==> config.mk <==
export PLATFORM = sky130hd
export DESIGN_NAME = boot_seq_ctrl
export DESIGN_NICKNAME = d
export VERILOG_FILES = /design/src/rtl/boot_seq_ctrl.sv
export SDC_FILE = /design/constraint.sdc
export NUM_CORES = 1
export LEC_CHECK = 0
export BUFFER_PORTS_ARGS = -buffer_cell sky130_fd_sc_hd__buf_2
export CAP_MARGIN = 10
export CORE_ASPECT_RATIO = 0.7
export CORE_MARGIN = 5
export CORE_UTILIZATION = 45
export DETAILED_ROUTE_END_ITERATION = 7
export PLACE_DENSITY = 0.69
export RECOVER_POWER = 25
export SYNTH_ARGS = -nofsm -noshare
export SYNTH_HDL_FRONTEND = slang
export SYNTH_SLANG_ARGS = --single-unit
export TNS_END_PERCENT = 30
==> constraint.sdc <==
create_clock -name clk -period 5.4 [get_ports clk]
set_input_delay 0.54 -clock clk [delete_from_list [all_inputs] [get_ports clk]]
set_output_delay 0.54 -clock clk [all_outputs]
set_load 0.01 [all_outputs]
==> src/rtl/boot_seq_ctrl.sv <==
// Boot sequencer: holds the SoC in reset, waits for an SPI image load,
// then releases fetch and guards the running core with a watchdog.
module boot_seq_ctrl #(
    parameter int unsigned RST_HOLD_CYCLES = 16,
    parameter int unsigned CS_IDLE_CYCLES  = 64,
    parameter int unsigned WDT_CYCLES      = 1048576
) (
    input  logic       clk,
    input  logic       rst_n,
    input  logic       boot_req_i,
    input  logic       spi_cs_i,
    input  logic       monitor_valid,
    output logic       soc_rst_n_o,
    output logic       fetch_enable_o,
    output logic [1:0] state_o,
    output logic       wdt_expired_o
);

    typedef enum logic [1:0] {
        ST_HOLD  = 2'd0,
        ST_LOAD  = 2'd1,
        ST_RUN   = 2'd2,
        ST_FAULT = 2'd3
    } state_e;

    // Terminal values: the transition fires on the edge that would make
    // the counter reach its target.
    localparam logic [7:0]  HOLD_LAST = 8'(RST_HOLD_CYCLES - 1);
    localparam logic [15:0] IDLE_LAST = 16'(CS_IDLE_CYCLES - 1);
    localparam logic [23:0] WDT_LAST  = 24'(WDT_CYCLES - 1);
    localparam logic        WDT_EN    = (WDT_CYCLES != 0);

    state_e      state_q, state_d;
    logic [7:0]  hold_cnt_q, hold_cnt_d;
    logic [15:0] idle_cnt_q, idle_cnt_d;
    logic [23:0] wdt_cnt_q, wdt_cnt_d;
    logic        cs_seen_q, cs_seen_d;
    logic        cs_meta_q, cs_sync_q;

    always_ff @(posedge clk or negedge rst_n) begin
        if (!rst_n) begin
            cs_meta_q <= 1'b1;
            cs_sync_q <= 1'b1;
        end else begin
            cs_meta_q <= spi_cs_i;
            cs_sync_q <= cs_meta_q;
        end
    end

    always_ff @(posedge clk or negedge rst_n) begin
        if (!rst_n) begin
            state_q    <= ST_HOLD;
            hold_cnt_q <= '0;
            idle_cnt_q <= '0;
            wdt_cnt_q  <= '0;
            cs_seen_q  <= 1'b0;
        end else begin
            state_q    <= state_d;
            hold_cnt_q <= hold_cnt_d;
            idle_cnt_q <= idle_cnt_d;
            wdt_cnt_q  <= wdt_cnt_d;
            cs_seen_q  <= cs_seen_d;
        end
    end

    // Counters default to zero so every state entry starts them clean.
    always_comb begin
        state_d    = state_q;
        hold_cnt_d = '0;
        idle_cnt_d = '0;
        wdt_cnt_d  = '0;
        cs_seen_d  = 1'b0;
        unique case (state_q)
            ST_HOLD: begin
                if (hold_cnt_q == HOLD_LAST) begin
                    state_d = ST_LOAD;
                end else if (hold_cnt_q != 8'hFF) begin
                    hold_cnt_d = hold_cnt_q + 8'd1;
                end else begin
                    hold_cnt_d = hold_cnt_q;
                end
            end
            ST_LOAD: begin
                if (boot_req_i) begin
                    state_d = ST_RUN;
                end else begin
                    cs_seen_d = cs_seen_q | ~cs_sync_q;
                    if (!cs_sync_q) begin
                        idle_cnt_d = '0;
                    end else if (cs_seen_q) begin
                        if (idle_cnt_q == IDLE_LAST) begin
                            state_d = ST_RUN;
                        end else if (idle_cnt_q != 16'hFFFF) begin
                            idle_cnt_d = idle_cnt_q + 16'd1;
                        end else begin
                            idle_cnt_d = idle_cnt_q;
                        end
                    end else begin
                        idle_cnt_d = idle_cnt_q;
                    end
                end
            end
            ST_RUN: begin
                if (boot_req_i) begin
                    state_d = ST_HOLD;
                end else if (monitor_valid) begin
                    wdt_cnt_d = '0;
                end else if (WDT_EN && wdt_cnt_q == WDT_LAST) begin
                    state_d = ST_FAULT;
                end else if (wdt_cnt_q != 24'hFFFFFF) begin
                    wdt_cnt_d = wdt_cnt_q + 24'd1;
                end else begin
                    wdt_cnt_d = wdt_cnt_q;
                end
            end
            ST_FAULT: begin
                if (boot_req_i) begin
                    state_d = ST_HOLD;
                end
            end
        endcase
    end

    always_comb begin
        soc_rst_n_o    = (state_q != ST_HOLD);
        fetch_enable_o = (state_q == ST_RUN);
        wdt_expired_o  = (state_q == ST_FAULT);
        state_o        = state_q;
    end

endmodule

### Yosys cells after proc, flatten, opt, wreduce, memory -nomap -nowiden

Cells that the tools add are included.

| cells by class | value |
|---|---|
| $add $sub $neg | 3 |
| multipliers | 0 |
| divide/modulo/power cells | 0 |
| magnitude comparators | 0 |
| equal/unequal tests | 20 |
| shift-type cells | 0 |
| mux-type cells | 26 |
| bitwise operators | 2 |
| reductions and logical operators | 4 |

Operator list:

| operator | count |
|---|---|
| 2-to-1 mux 24 bit | 5 |
| 2-to-1 mux 16 bit | 6 |
| adder 24 x 1 -> 24 bit, second input constant | 1 |
| == test 24 x 20 -> 1 bit, second input constant | 1 |
| 2-to-1 mux 8 bit | 3 |
| != test 24 bit, second input constant | 1 |
| 2-to-1 mux 2 bit | 9 |
| adder 16 x 1 -> 16 bit, second input constant | 1 |
| == test 16 x 6 -> 1 bit, second input constant | 1 |
| != test 16 bit, second input constant | 1 |
| != test 3 bit, second input constant | 5 |
| adder 8 x 1 -> 8 bit, second input constant | 1 |
| == test 8 x 4 -> 1 bit, second input constant | 1 |
| != test 8 bit, second input constant | 1 |
| one-hot mux 2 bit (4 select lines) | 1 |
| AND reduction 7 bit | 1 |
| != test 5 x 3 -> 1 bit, second input constant | 1 |
| != test 5 bit, second input constant | 1 |
| == test 2 bit, second input constant | 2 |
| != test 2 bit, second input constant | 2 |
| != test 4 bit, second input constant | 1 |
| != test 3 x 2 -> 1 bit, second input constant | 1 |
| == test 2 x 1 -> 1 bit, second input constant | 1 |
| zero test 2 bit | 1 |
| 5 further kinds | 6 |

| word-level totals | value |
|---|---|
| register bits after elaboration | 53 |
| latch bits | 0 |
| RAM bits | 0 |
| memory bits (read-only) | 0 |
| bits of input ports | 5 |
| output and inout port bits | 5 |
| word-level logic and storage cells | 62 |
| memories | 0 |

### Longest topological paths before layout

| depth | value |
|---|---|
| depth in word-level cells | 7 |
| depth in mapped cells | 8 |
| depth with buffers taken out | 6 |

### Worst setup path before layout

Ideal clock, no wire load.

| timing | value |
|---|---|
| path kind | reg2reg |
| start point | register wdt_cnt_q[0] |
| end point | register wdt_cnt_q[1] |
| setup time | 0.130 ns |
| arrival | 2.052 ns |
| required time | 5.270 ns |
| slack | 3.218 ns |
| stages on the path, launching flop included | 9 |
| buffers on the path | 2 |
| clock period less this slack | 2.182 ns |
| cells stage by stage | dfrtp_1 ha_1 inv_1 or4_1 buf_2 or4_4 buf_6 nand2_1 o22ai_2 |

| between the ends | value |
|---|---|
| word-level cells in the longest chain between the ends | 6 |
| elaborated cells on any way between the ends | 9 |
| those cells by class | add/sub: 1; eq/ne: 3; mux: 5 |

RTL lines:

| item | RTL line | source |
|---|---|---|
| start: declaration | 36 | `logic [23:0] wdt_cnt_q, wdt_cnt_d;` |
| start signal: assignment | 61 | `wdt_cnt_q <= wdt_cnt_d;` |
| adder 24 x 1 -> 24 bit | 111 | `wdt_cnt_d = wdt_cnt_q + 24'd1;` |
| 2-to-1 mux 24 bit | 110 | `end else if (wdt_cnt_q != 24'hFFFFFF) begin` |
| 2-to-1 mux 24 bit | 108 | `end else if (WDT_EN && wdt_cnt_q == WDT_LAST) begin` |
| 2-to-1 mux 24 bit | 106 | `end else if (monitor_valid) begin` |
| 2-to-1 mux 24 bit | 104 | `if (boot_req_i) begin` |
| 2-to-1 mux 24 bit | 73 | `unique case (state_q)` |

Several ways; a longest one is shown, not always the timed one. The select of a mux whose other input is x is not followed.
A chain may end at the register's enable or synchronous reset.

==> results.cfg <==
[timing]
maxSlewViolCount = 54
period_minus_slack_ns = 2.77
setup_viol = 0
max_freq_mhz = 362
fin_skew_ns = 0.0102
period_share_pct = 51.2
relSlewSlack_pct = -84.3
tightest_slew_ns = 2.76
grt_setup_unrepaired = no
hold_viol = 0
finalSetupTns_ns = 0

[floorplanning]
dieArea_um2 = 8330
rows = 24
die_h_um = 77.9
num_io_pins = 10
core_area_um2 = 6310
start_util_pct = 47.0
die_w_um = 107

[finish]
final_common_cell = dfrtp_1
syn_to_final_growth_pct = 6.38
num-nets-final = 339
final_cell_mix = 51 x dfrtp_1, 36 x nand2_1, 23 x nand3_1
diodes = 0
final_layout_size_suffix_gt1_share_pct = 8.73

[grt]
first_global_vias = 2178
grt_overflow_total = 0
busiest_layer = met1
met3_usage_pct = 3.07
met1_usage_pct = 25.2
antenna_found_initial = 0
grt_max_degree = 54
use_met2_pct = 21.7
grt_usage_pct = 15.9
grt_pass1_wl_um = 10700

[worst_setup_path]
setup.worst_path.end_class = asynchronous set/reset pin
crit_slowest_cell = clkbuf_1
required_ns = 5.22
cpLargestDelayFamily = buffers and inverters
cp-endpoint = idle_cnt_q[7]$_DFFE_PN0P_
r2r_start = idle_cnt_q[1]$_DFFE_PN0P_
timing.rr.end = idle_cnt_q[8]$_DFFE_PN0P_
startpoint_type = primary input
crit_buf_inv = 2
path_depth = 2
path_max_fanout = 53
startpoint = rst_n
path_cells = buf_2, clkbuf_1
max_stage_delay_ns = 1.95
arrival_ns = 2.59
rr_worst_depth = 6
ff2ff_setup_slack_ns = 2.86
critPathKind = in -> async

[clock_network]
cts_tree = built
postCtsSetupBuffers = 0
cts.path.max_buffers = 2
insertion_delay_ns = 0.31
post_cts_resized = 0
clk_pin_slew_ns = 0.09
root_buffer = clkbuf_8
cts_max_level = 2
hold_buffers = 0
clock_sinks = 53
cts_buffers = 5

[routing]
drc_errors = 0
first_pass_iters = 5
wl_per_cell_um = 15.5
via_per_inst = 6.10
vias = 2500
ant_nets = 0
drt-initial-drc-count = 141
totalWireLength_um = 6370

[pwr]
p_int_uw = 566
p_leak_uw = 0.00124
power_frac_comb_pct = 19.5
ir_worst_vdd_mv = 0.195
p_switching_uw = 261
powerDensity_nw_per_um2 = 263
p_total_uw = 827
netSwitchingFraction_pct = 31.6
seq_power_share_pct = 53.9
clkPwrFrac_pct = 26.6

[yosys]
ys_ff_latch = 53
yosysSeqAreaShare_pct = 44.9
yosysUniqueCellTypes = 50
synth_warnings = 0
syn_nets = 331
synthesis.area_um2 = 2960
yosys_most_used_dff = dfrtp_1
synth-edff-count = 0
syn_inst = 323
synth_async_sr_flop_share_pct = 100
avgSynthCellArea_um2 = 9.17

[status]
failed_checks = capacitance limit, slew limit
outcome = finished with violations

[placement]
dp_hpwl_um = 4460
gp_congestion = 0.869
io_buffer_count = 9

[run]
drv_cap = 1

[min_path]
hp-class = in -> reg
==> flip-flops by register name, indices dropped and copies added (netlist names) <==
signal,cells
cs_meta_q,1
cs_sync_q,1
state_o,2
idle_cnt_q,16
cs_seen_q,1
hold_cnt_q,8
wdt_cnt_q,24
==> cells by family after synthesis <==
group / count (synthesis) / synth area share [%]
AO/OA/AOI/OAI: 78 / 16.6
XOR/XNOR: 20 / 5.91
adder cells (fa/ha/maj): 3 / 1.27
buffers and inverters: 18 / 2.62
flip-flops: 53 / 44.9
multiplexers: 4 / 1.39
AND/OR/NAND/NOR: 147 / 27.3
==> metrics by stage <==
step | utilization, % | hold WS (ns) | cells | worst slack [ns] | instance area, um2
3_5_place_dp | 48.7 | 0.349 | 402 | 2.81 | 3070
3_3_place_gp | 48.7 | 0.347 | 402 | 2.88 | 3070
5_1_grt | 50.0 | 0.312 | 410 | 1.88 | 3150
6_report | 50.0 | 0.322 | 410 | 2.63 | 3150
2_1_floorplan | - | 0.244 | 323 | 3.22 | 2960
4_1_cts | 50.0 | 0.317 | 410 | 2.93 | 3150
==> cell type report <==
cell class / instances / area (um2)
Clock buffer: 6 / 72.6
Clock inverter: 2 / 10.0
Fill cell: 600 / 3160
Inverter: 8 / 30.0
Multi-Input combinational cell: 252 / 1560
Sequential cell: 53 / 1330
Tap cell: 78 / 97.6
Timing Repair Buffer: 11 / 56.3
==> per-layer routing <==
layer / up-vias / routed length (um)
met1: 1213 / 3380
met3: 5 / 316
met2: 63 / 2610
met4: 0 / 50
met5: - / 0
li1: 1219 / -
==> worst min path at each step <==
stage                           to  cells past startpoint  slack, ns                 from
2_1_floorplan  cs_seen_q$_DFF_PN0_                      0       0.24                rst_n
4_1_cts        cs_meta_q$_DFF_PN1_                      1       0.32             spi_cs_i
6_report       cs_meta_q$_DFF_PN1_                      1       0.32             spi_cs_i
3_5_place_dp   cs_sync_q$_DFF_PN1_                      0       0.35  cs_meta_q$_DFF_PN1_
3_3_place_gp   cs_sync_q$_DFF_PN1_                      0       0.35  cs_meta_q$_DFF_PN1_
5_1_grt        cs_meta_q$_DFF_PN1_                      1       0.31             spi_cs_i
==> synthesized netlist by cell type (2+ instances only) <==
library cell / count / area, um2
and2_1: 4 / 25.0
dfrtp_1: 51 / 1280
a211oi_1: 4 / 30.0
nor3_1: 10 / 50.1
nand4_1: 9 / 56.3
xnor2_1: 7 / 61.3
nand2_1: 36 / 135
o22ai_1: 3 / 18.8
buf_2: 2 / 10.0
ha_1: 3 / 37.5
a31oi_1: 5 / 31.3
nand2b_1: 6 / 37.5
and4_1: 4 / 35.0
nor4bb_1: 3 / 30.0
o31ai_1: 5 / 37.5
nor4_1: 8 / 50.1
or4_1: 2 / 15.0
nand3b_1: 2 / 15.0
o21ai_0: 21 / 105
xor2_1: 13 / 114
and3_1: 9 / 56.3
a21oi_1: 22 / 110
clkbuf_1: 7 / 26.3
o31a_1: 2 / 17.5
o21a_1: 4 / 30.0
inv_1: 8 / 30.0
o41ai_1: 2 / 17.5
a311oi_1: 2 / 17.5
or3_1: 7 / 43.8
nor2_1: 16 / 60.1
o2bb2ai_1: 2 / 17.5
mux2i_1: 3 / 30.0
dfstp_2: 2 / 52.6
nand3_1: 23 / 115
==> power by group through the flow <==
| stage | logic [uW] | clock network [uW] | registers [uW] |
|---|---|---|---|
| detailed placement | 162 | 0 | 453 |
| finish | 161 | 220 | 446 |
| global route | 182 | 239 | 450 |
| global placement | 162 | 0 | 453 |
| floorplan | 109 | 0 | 446 |
| CTS | 163 | 224 | 446 |
Power figures use the tool's default switching activity.
